`config.mk`:
```
export PLATFORM = sky130hd
export DESIGN_NAME = alarm_clock_controller_flat
export DESIGN_NICKNAME = d
export VERILOG_FILES = /design/src/rtl/alarm_clock_controller_if.sv /design/src/rtl/alarm_clock_controller.sv /design/src/flat_wrapper.sv
export SDC_FILE = /design/constraint.sdc
export NUM_CORES = 1
export LEC_CHECK = 0
export BUFFER_PORTS_ARGS = -buffer_cell sky130_fd_sc_hd__buf_2
export CAP_MARGIN = 20
export CORE_ASPECT_RATIO = 0.9
export CORE_UTILIZATION = 58
export DETAILED_ROUTE_END_ITERATION = 7
export MAX_ROUTING_LAYER = met4
export PLACE_DENSITY_LB_ADDON = 0.1
export SETUP_SLACK_MARGIN = 0.5
export SYNTH_ARGS = -nofsm -noshare
export SYNTH_HDL_FRONTEND = slang
export SYNTH_SLANG_ARGS = --single-unit
export TNS_END_PERCENT = 20
```
`constraint.sdc`:
```
create_clock -name clk -period 2.8 [get_ports clk]
set_input_delay 0.56 -clock clk [delete_from_list [all_inputs] [get_ports clk]]
set_output_delay 0.56 -clock clk [all_outputs]
set_load 0.02 [all_outputs]
```
`src/rtl/alarm_clock_controller_if.sv`:
```
// Button inputs and time/alarm outputs of the alarm clock controller.
// master drives the debounced buttons; slave is the controller itself.
interface alarm_clock_controller_if;
  logic       btn_set_time;
  logic       btn_inc_hours;
  logic       btn_inc_mins;
  logic       btn_alarm_en;
  logic [2:0] mode;
  logic [7:0] current_hours;
  logic [7:0] current_mins;
  logic [7:0] current_secs;
  logic [7:0] alarm_hours;
  logic [7:0] alarm_mins;
  logic       alarm_enabled;
  logic       alarm_active;

  modport master (
    output btn_set_time, btn_inc_hours, btn_inc_mins, btn_alarm_en,
    input  mode, current_hours, current_mins, current_secs,
           alarm_hours, alarm_mins, alarm_enabled, alarm_active
  );

  modport slave (
    input  btn_set_time, btn_inc_hours, btn_inc_mins, btn_alarm_en,
    output mode, current_hours, current_mins, current_secs,
           alarm_hours, alarm_mins, alarm_enabled, alarm_active
  );
endinterface

```
`src/rtl/alarm_clock_controller.sv`:
```
// Alarm clock sequencer: button press detection, mode FSM, time-of-day
// counters driven by a one-second tick, and alarm match/dismiss logic.
//
// state | meaning
// ------+---------------------------------------------
// RUN   | time runs, inc buttons ignored
// ST_H  | set time hours, time frozen
// ST_M  | set time minutes, time frozen
// SA_H  | set alarm hours, time runs
// SA_M  | set alarm minutes, time runs
module alarm_clock_controller #(
  parameter int TICKS_PER_SEC = 50_000_000
) (
  input logic clk,
  input logic reset,
  alarm_clock_controller_if.slave bus
);
  localparam int CW = $clog2(TICKS_PER_SEC);
  localparam logic [2:0] RUN  = 3'd0;
  localparam logic [2:0] ST_H = 3'd1;
  localparam logic [2:0] ST_M = 3'd2;
  localparam logic [2:0] SA_H = 3'd3;
  localparam logic [2:0] SA_M = 3'd4;

  logic [2:0]    state, state_nxt;
  logic [3:0]    btn_now, btn_q, press;
  logic [CW-1:0] tick_cnt;
  logic [7:0]    hours, mins, secs, al_hours, al_mins;
  logic          al_en, al_act, act_nxt;
  logic          dismiss, advance, toggle_en, tick, match;
  logic          frozen, inc_th, inc_tm, inc_ah, inc_am, clr_secs;
  logic          secs_wrap, mins_wrap;
  logic [7:0]    tick_secs, tick_mins, tick_hours;

  assign btn_now = {bus.btn_alarm_en, bus.btn_inc_mins, bus.btn_inc_hours, bus.btn_set_time};
  assign press   = btn_now & ~btn_q;
  // a press while sounding only silences the alarm
  assign dismiss   = al_act & (|press);
  assign advance   = press[0] & ~dismiss;
  assign toggle_en = press[3] & ~dismiss;

  always_ff @(posedge clk or posedge reset) begin
    if (reset) state <= RUN;
    else       state <= state_nxt;
  end

  always_comb begin
    state_nxt = state;
    case (state)
      RUN:     if (advance) state_nxt = ST_H;
      ST_H:    if (advance) state_nxt = ST_M;
      ST_M:    if (advance) state_nxt = SA_H;
      SA_H:    if (advance) state_nxt = SA_M;
      SA_M:    if (advance) state_nxt = RUN;
      default: state_nxt = RUN;
    endcase
  end

  always_comb begin
    frozen   = 1'b0;
    inc_th   = 1'b0;
    inc_tm   = 1'b0;
    inc_ah   = 1'b0;
    inc_am   = 1'b0;
    clr_secs = 1'b0;
    case (state)
      ST_H: begin
        frozen = 1'b1;
        inc_th = press[1] & ~dismiss & ~press[0];
      end
      ST_M: begin
        frozen   = 1'b1;
        inc_tm   = press[2] & ~dismiss & ~press[0];
        clr_secs = advance;
      end
      SA_H:    inc_ah = press[1] & ~dismiss & ~press[0];
      SA_M:    inc_am = press[2] & ~dismiss & ~press[0];
      default: ;
    endcase
  end

  assign tick       = ~frozen & (tick_cnt == CW'(TICKS_PER_SEC - 1));
  assign secs_wrap  = (secs == 8'd59);
  assign mins_wrap  = (mins == 8'd59);
  assign tick_secs  = secs_wrap ? 8'd0 : secs + 8'd1;
  assign tick_mins  = secs_wrap ? (mins_wrap ? 8'd0 : mins + 8'd1) : mins;
  assign tick_hours = (secs_wrap && mins_wrap) ? ((hours == 8'd23) ? 8'd0 : hours + 8'd1) : hours;
  assign match      = tick & secs_wrap & al_en & (tick_mins == al_mins) & (tick_hours == al_hours);

  // a fresh match outranks dismiss/auto-clear; disabling outranks everything
  always_comb begin
    act_nxt = al_act;
    if (dismiss || (tick && secs_wrap)) act_nxt = 1'b0;
    if (match) act_nxt = 1'b1;
    if (toggle_en && al_en) act_nxt = 1'b0;
  end

  always_ff @(posedge clk or posedge reset) begin
    if (reset) begin
      btn_q    <= '1;
      tick_cnt <= '0;
      hours    <= '0;
      mins     <= '0;
      secs     <= '0;
      al_hours <= '0;
      al_mins  <= '0;
      al_en    <= 1'b0;
      al_act   <= 1'b0;
    end else begin
      btn_q    <= btn_now;
      tick_cnt <= (frozen || tick) ? '0 : tick_cnt + 1'b1;
      if (tick) begin
        secs  <= tick_secs;
        mins  <= tick_mins;
        hours <= tick_hours;
      end
      if (clr_secs) secs <= '0;
      if (inc_th) hours <= (hours == 8'd23) ? 8'd0 : hours + 8'd1;
      if (inc_tm) mins <= (mins == 8'd59) ? 8'd0 : mins + 8'd1;
      if (inc_ah) al_hours <= (al_hours == 8'd23) ? 8'd0 : al_hours + 8'd1;
      if (inc_am) al_mins <= (al_mins == 8'd59) ? 8'd0 : al_mins + 8'd1;
      if (toggle_en) al_en <= ~al_en;
      al_act <= act_nxt;
    end
  end

  assign bus.mode          = state;
  assign bus.current_hours = hours;
  assign bus.current_mins  = mins;
  assign bus.current_secs  = secs;
  assign bus.alarm_hours   = al_hours;
  assign bus.alarm_mins    = al_mins;
  assign bus.alarm_enabled = al_en;
  assign bus.alarm_active  = al_act;
endmodule

```
`src/flat_wrapper.sv`:
```
// flat-port wrapper written by rule: the top's interface ports become plain ports
module alarm_clock_controller_flat 
#(
  parameter int TICKS_PER_SEC = 50_000_000
)
  (clk, reset, bus_btn_set_time, bus_btn_inc_hours, bus_btn_inc_mins, bus_btn_alarm_en, bus_mode, bus_current_hours, bus_current_mins, bus_current_secs, bus_alarm_hours, bus_alarm_mins, bus_alarm_enabled, bus_alarm_active);
  alarm_clock_controller_if bus_i ();
  input logic clk;
  input logic reset;
  input wire logic [$bits(bus_i.btn_set_time)-1:0] bus_btn_set_time;
  input wire logic [$bits(bus_i.btn_inc_hours)-1:0] bus_btn_inc_hours;
  input wire logic [$bits(bus_i.btn_inc_mins)-1:0] bus_btn_inc_mins;
  input wire logic [$bits(bus_i.btn_alarm_en)-1:0] bus_btn_alarm_en;
  output wire logic [$bits(bus_i.mode)-1:0] bus_mode;
  output wire logic [$bits(bus_i.current_hours)-1:0] bus_current_hours;
  output wire logic [$bits(bus_i.current_mins)-1:0] bus_current_mins;
  output wire logic [$bits(bus_i.current_secs)-1:0] bus_current_secs;
  output wire logic [$bits(bus_i.alarm_hours)-1:0] bus_alarm_hours;
  output wire logic [$bits(bus_i.alarm_mins)-1:0] bus_alarm_mins;
  output wire logic [$bits(bus_i.alarm_enabled)-1:0] bus_alarm_enabled;
  output wire logic [$bits(bus_i.alarm_active)-1:0] bus_alarm_active;
  assign bus_i.btn_set_time = bus_btn_set_time;
  assign bus_i.btn_inc_hours = bus_btn_inc_hours;
  assign bus_i.btn_inc_mins = bus_btn_inc_mins;
  assign bus_i.btn_alarm_en = bus_btn_alarm_en;
  assign bus_mode = bus_i.mode;
  assign bus_current_hours = bus_i.current_hours;
  assign bus_current_mins = bus_i.current_mins;
  assign bus_current_secs = bus_i.current_secs;
  assign bus_alarm_hours = bus_i.alarm_hours;
  assign bus_alarm_mins = bus_i.alarm_mins;
  assign bus_alarm_enabled = bus_i.alarm_enabled;
  assign bus_alarm_active = bus_i.alarm_active;
  alarm_clock_controller #(.TICKS_PER_SEC(TICKS_PER_SEC)) u_core (.clk(clk), .reset(reset), .bus(bus_i));
endmodule
```
==> flow_summary_export.csv <==
group,metric,value,unit
cts,clk_pin_slew_worst_paths,80,ps
timing,grt_setup_unrepaired,"yes",
setup_path,critPathLaunchType,"register",
cts,cts_made_buffers,9,
yosys,synth_cell_types,53,
timing,hold_violations,0,
yosys,synth_area_leader_cell,"dfrtp_1",
yosys,synth-edff-count,0,
run_status,status,"completed",
timing,worst_slack,263,ps
yosys,yosys_warnings,0,
timing,hold-worst-slack,296,ps
route,first_pass_iters,4,
timing,clock.fmax,394,MHz
yosys,synth.top_cells.by_area,"dfrtp_1 42%, xnor2_1 6.7%, xor2_1 6.1%",
cts,clockBufferDepth,2,
power_and_ir_drop,power.density,705,nW/um^2
yosys,synth-seq-cells,75,
power_and_ir_drop,power.total,3.59,mW
route,post_drt_wl_per_cell,16.6,um
yosys,ys.flop_type,"dfrtp_1",
cells_and_area,fin_util,0.752,
route,totalWireLength,10.2,mm
power_and_ir_drop,leakagePower,2.29,nW
flow_run,drv_cap,0,
setup_path,crit_path_max_fanout,6,
floorplanning,die_area,7560,um^2
setup_path,path_buf_inv,1,
cts,clkSinkCount,75,
cts,hold_buffers,0,
timing,fin_skew,5.90,ps
timing,relSlewSlack,0.599,
timing,period_share,0.906,
timing,slew_viol_final,0,
worst_hold_path,hold_class,"input pin to asynchronous set/reset pin",
global_route,grt_pass1_wl,16.2,mm
cells_and_area,layout_commonest_cell,"dfrtp_1",
placement,routabilityCongestion,0.863,
yosys,ys_seq_area_frac,0.450,
placement,dpl.hpwl,6.89,mm
timing,min_period,2540,ps
cells_and_area,drive_gt1_frac,0.265,
timing,worst_pin_slew,597,ps
setup_path,crit_slowest_cell,"or4b_4",
cells_and_area,area_growth,21.6,%
cts,htree_levels,3,
placement,place_ws,115,ps
global_route,antenna_found_initial,0,
yosys,syn_inst,445,
route,post-route-drc-count,0,
timing,timing.setup.tns,0,ps
floorplanning,fp-row-count,28,
power_and_ir_drop,vdd_drop_max,0.000399,V
floorplanning,start_util,0.619,
global_route,grt_pass1_vias,3290,
global_route,overflow,0,
yosys,syn_area,4180,um^2
route,avgViaCountPerCell,5.93,
yosys,avgSynthCellArea,9.40,um^2
cells_and_area,insertedDiodeCount,0,
timing,setup_viol,0,
setup_path,crit_path_max_incr_delay,500,ps
setup_path,crit_family,"simple AND/OR/NAND/NOR gates",
floorplanning,die_w,91.5,um
cells_and_area,fillCellCount,487,
cts,cts_tree,"done",
setup_path,cp-end-kind,"register",
cells_and_area,nets,536,
floorplanning,io_pins,51,
floorplanning,die_h,82.6,um
floorplanning,core-area,6760,um^2
cells_and_area,mostFrequentLayoutCells,"65 x dfrtp_1, 56 x nor2_1, 50 x buf_2",
placement,port_buffers,50,
setup_path,crit_required,3090,ps
setup_path,cp.arrival,2820,ps
setup_path,critPathKind,"register to register",
route,initialDrtViolationCount,208,
cts,root_buffer,"clkbuf_8",
yosys,syn_nets,457,
route,via_count,3673,
setup_path,path_cells,"ha_4 -> or4b_4 -> nor4_4 -> buf_4 -> mux2i_1 -> xor2_1 -> and3_1 -> nand4_1 -> o22ai_2",
yosys,synth_top_area_frac,0.425,
route,ant_nets,0,
yosys,synthArstFlopShare,1.00,
cts,clk_latency,360,ps
global_route,track_usage,0.288,
global_route,grt_max_degree,76,
-- stage by stage --
stage | std cells | area (um^2)
finish | 619 | 5090
detailed placement | 585 | 4640
CTS | 611 | 4940
floorplan | 445 | 4210
global placement | 585 | 4640
global route | 619 | 5090
-- state kept, by name, indices dropped and copies added, names as in the netlist --
signal,flops
u_core.tick_cnt,26
u_core.bus.alarm_hours,8
u_core.bus.alarm_mins,8
u_core.bus.current_hours,8
u_core.bus.current_mins,8
u_core.bus.current_secs,8
u_core.btn_q,4
u_core.bus.mode,3
u_core.bus.alarm_active,1
u_core.bus.alarm_enabled,1
-- worst min-delay path, stage by stage --
cell and delay [ps]:
buf_2 110, clkinvlp_4 70, buf_12 330
-- path summary, 6_finish.rpt --
| path | end | from | depth (start not counted) | slack (ps) |
|---|---|---|---|---|
| hold / removal | u_core.tick_cnt[3] | reset | 3 | 300 |
| setup / recovery | u_core.bus.alarm_active | u_core.bus.current_mins[1] | 9 | 260 |
| max in group asynchronous | u_core.bus.current_mins[0] | reset | 3 | 2180 |
| hold reg to reg | u_core.bus.alarm_enabled | u_core.bus.alarm_enabled | 1 | 540 |
| setup reg to reg | u_core.bus.alarm_active | u_core.bus.current_mins[1] | 9 | 260 |
| min in group clk | u_core.btn_q[1] | bus_btn_inc_hours | 1 | 310 |
-- metal layers --
layer | vias to the layer above | wire length (um) | global-route usage
met3 | 13 | 615 | 0.0659
met5 | - | 0 | -
met2 | 134 | 4730 | 0.434
li1 | 1740 | - | -
met4 | 0 | 141 | 0.0794
met1 | 1786 | 4760 | 0.394
-- synth_stat cells, types with 9 or more instances --
master	count
nor4_1	9
xor2_1	29
nand4_1	17
dfrtp_1	71
and3_1	13
clkbuf_1	13
xnor2_1	32
nand2_1	38
nand3_1	36
a21oi_1	11
nor2_1	57
o21ai_0	13
-- where the power goes --
| group | total, mW | internal, mW | switching [mW] |
|---|---|---|---|
| logic | 1.25 | 0.486 | 0.766 |
| clock network | 0.865 | 0.441 | 0.424 |
| registers | 1.47 | 1.24 | 0.234 |
| total | 3.59 | 2.16 | 1.42 |
-- cell type report --
class | instances | area [um^2] | share of cell area
Clock buffer | 11 | 141 | 0.0278
Multi-Input combinational cell | 348 | 2330 | 0.459
Tap cell | 90 | 113 | 0.0221
Inverter | 7 | 30.0 | 0.00590
Timing Repair Buffer | 83 | 518 | 0.102
Clock inverter | 5 | 61.3 | 0.0121
Sequential cell | 75 | 1890 | 0.371
-- logic make-up (layout without fill, tap and decap cells) --
family / Yosys count / count (layout) / share of synthesized area
and+or+nand+nor: 215 / 215 / 0.265
DFF: 75 / 75 / 0.450
xor gates and xnor gates: 62 / 62 / 0.132
AOI/OAI and AO/OA: 56 / 56 / 0.0921
buffers and inverters: 22 / 106 / 0.0203
muxes: 9 / 9 / 0.0230
adders and majority gates: 6 / 6 / 0.0179
-- timing repair --
action,4_1_cts,5_1_grt
endpoints found under the setup margin,20,25
hold endpoints to repair,0,0
buffers inserted,10,8
pin swaps,5,14
gates resized for setup,5,19
Note: power is estimated with default switching activity, not from simulation.
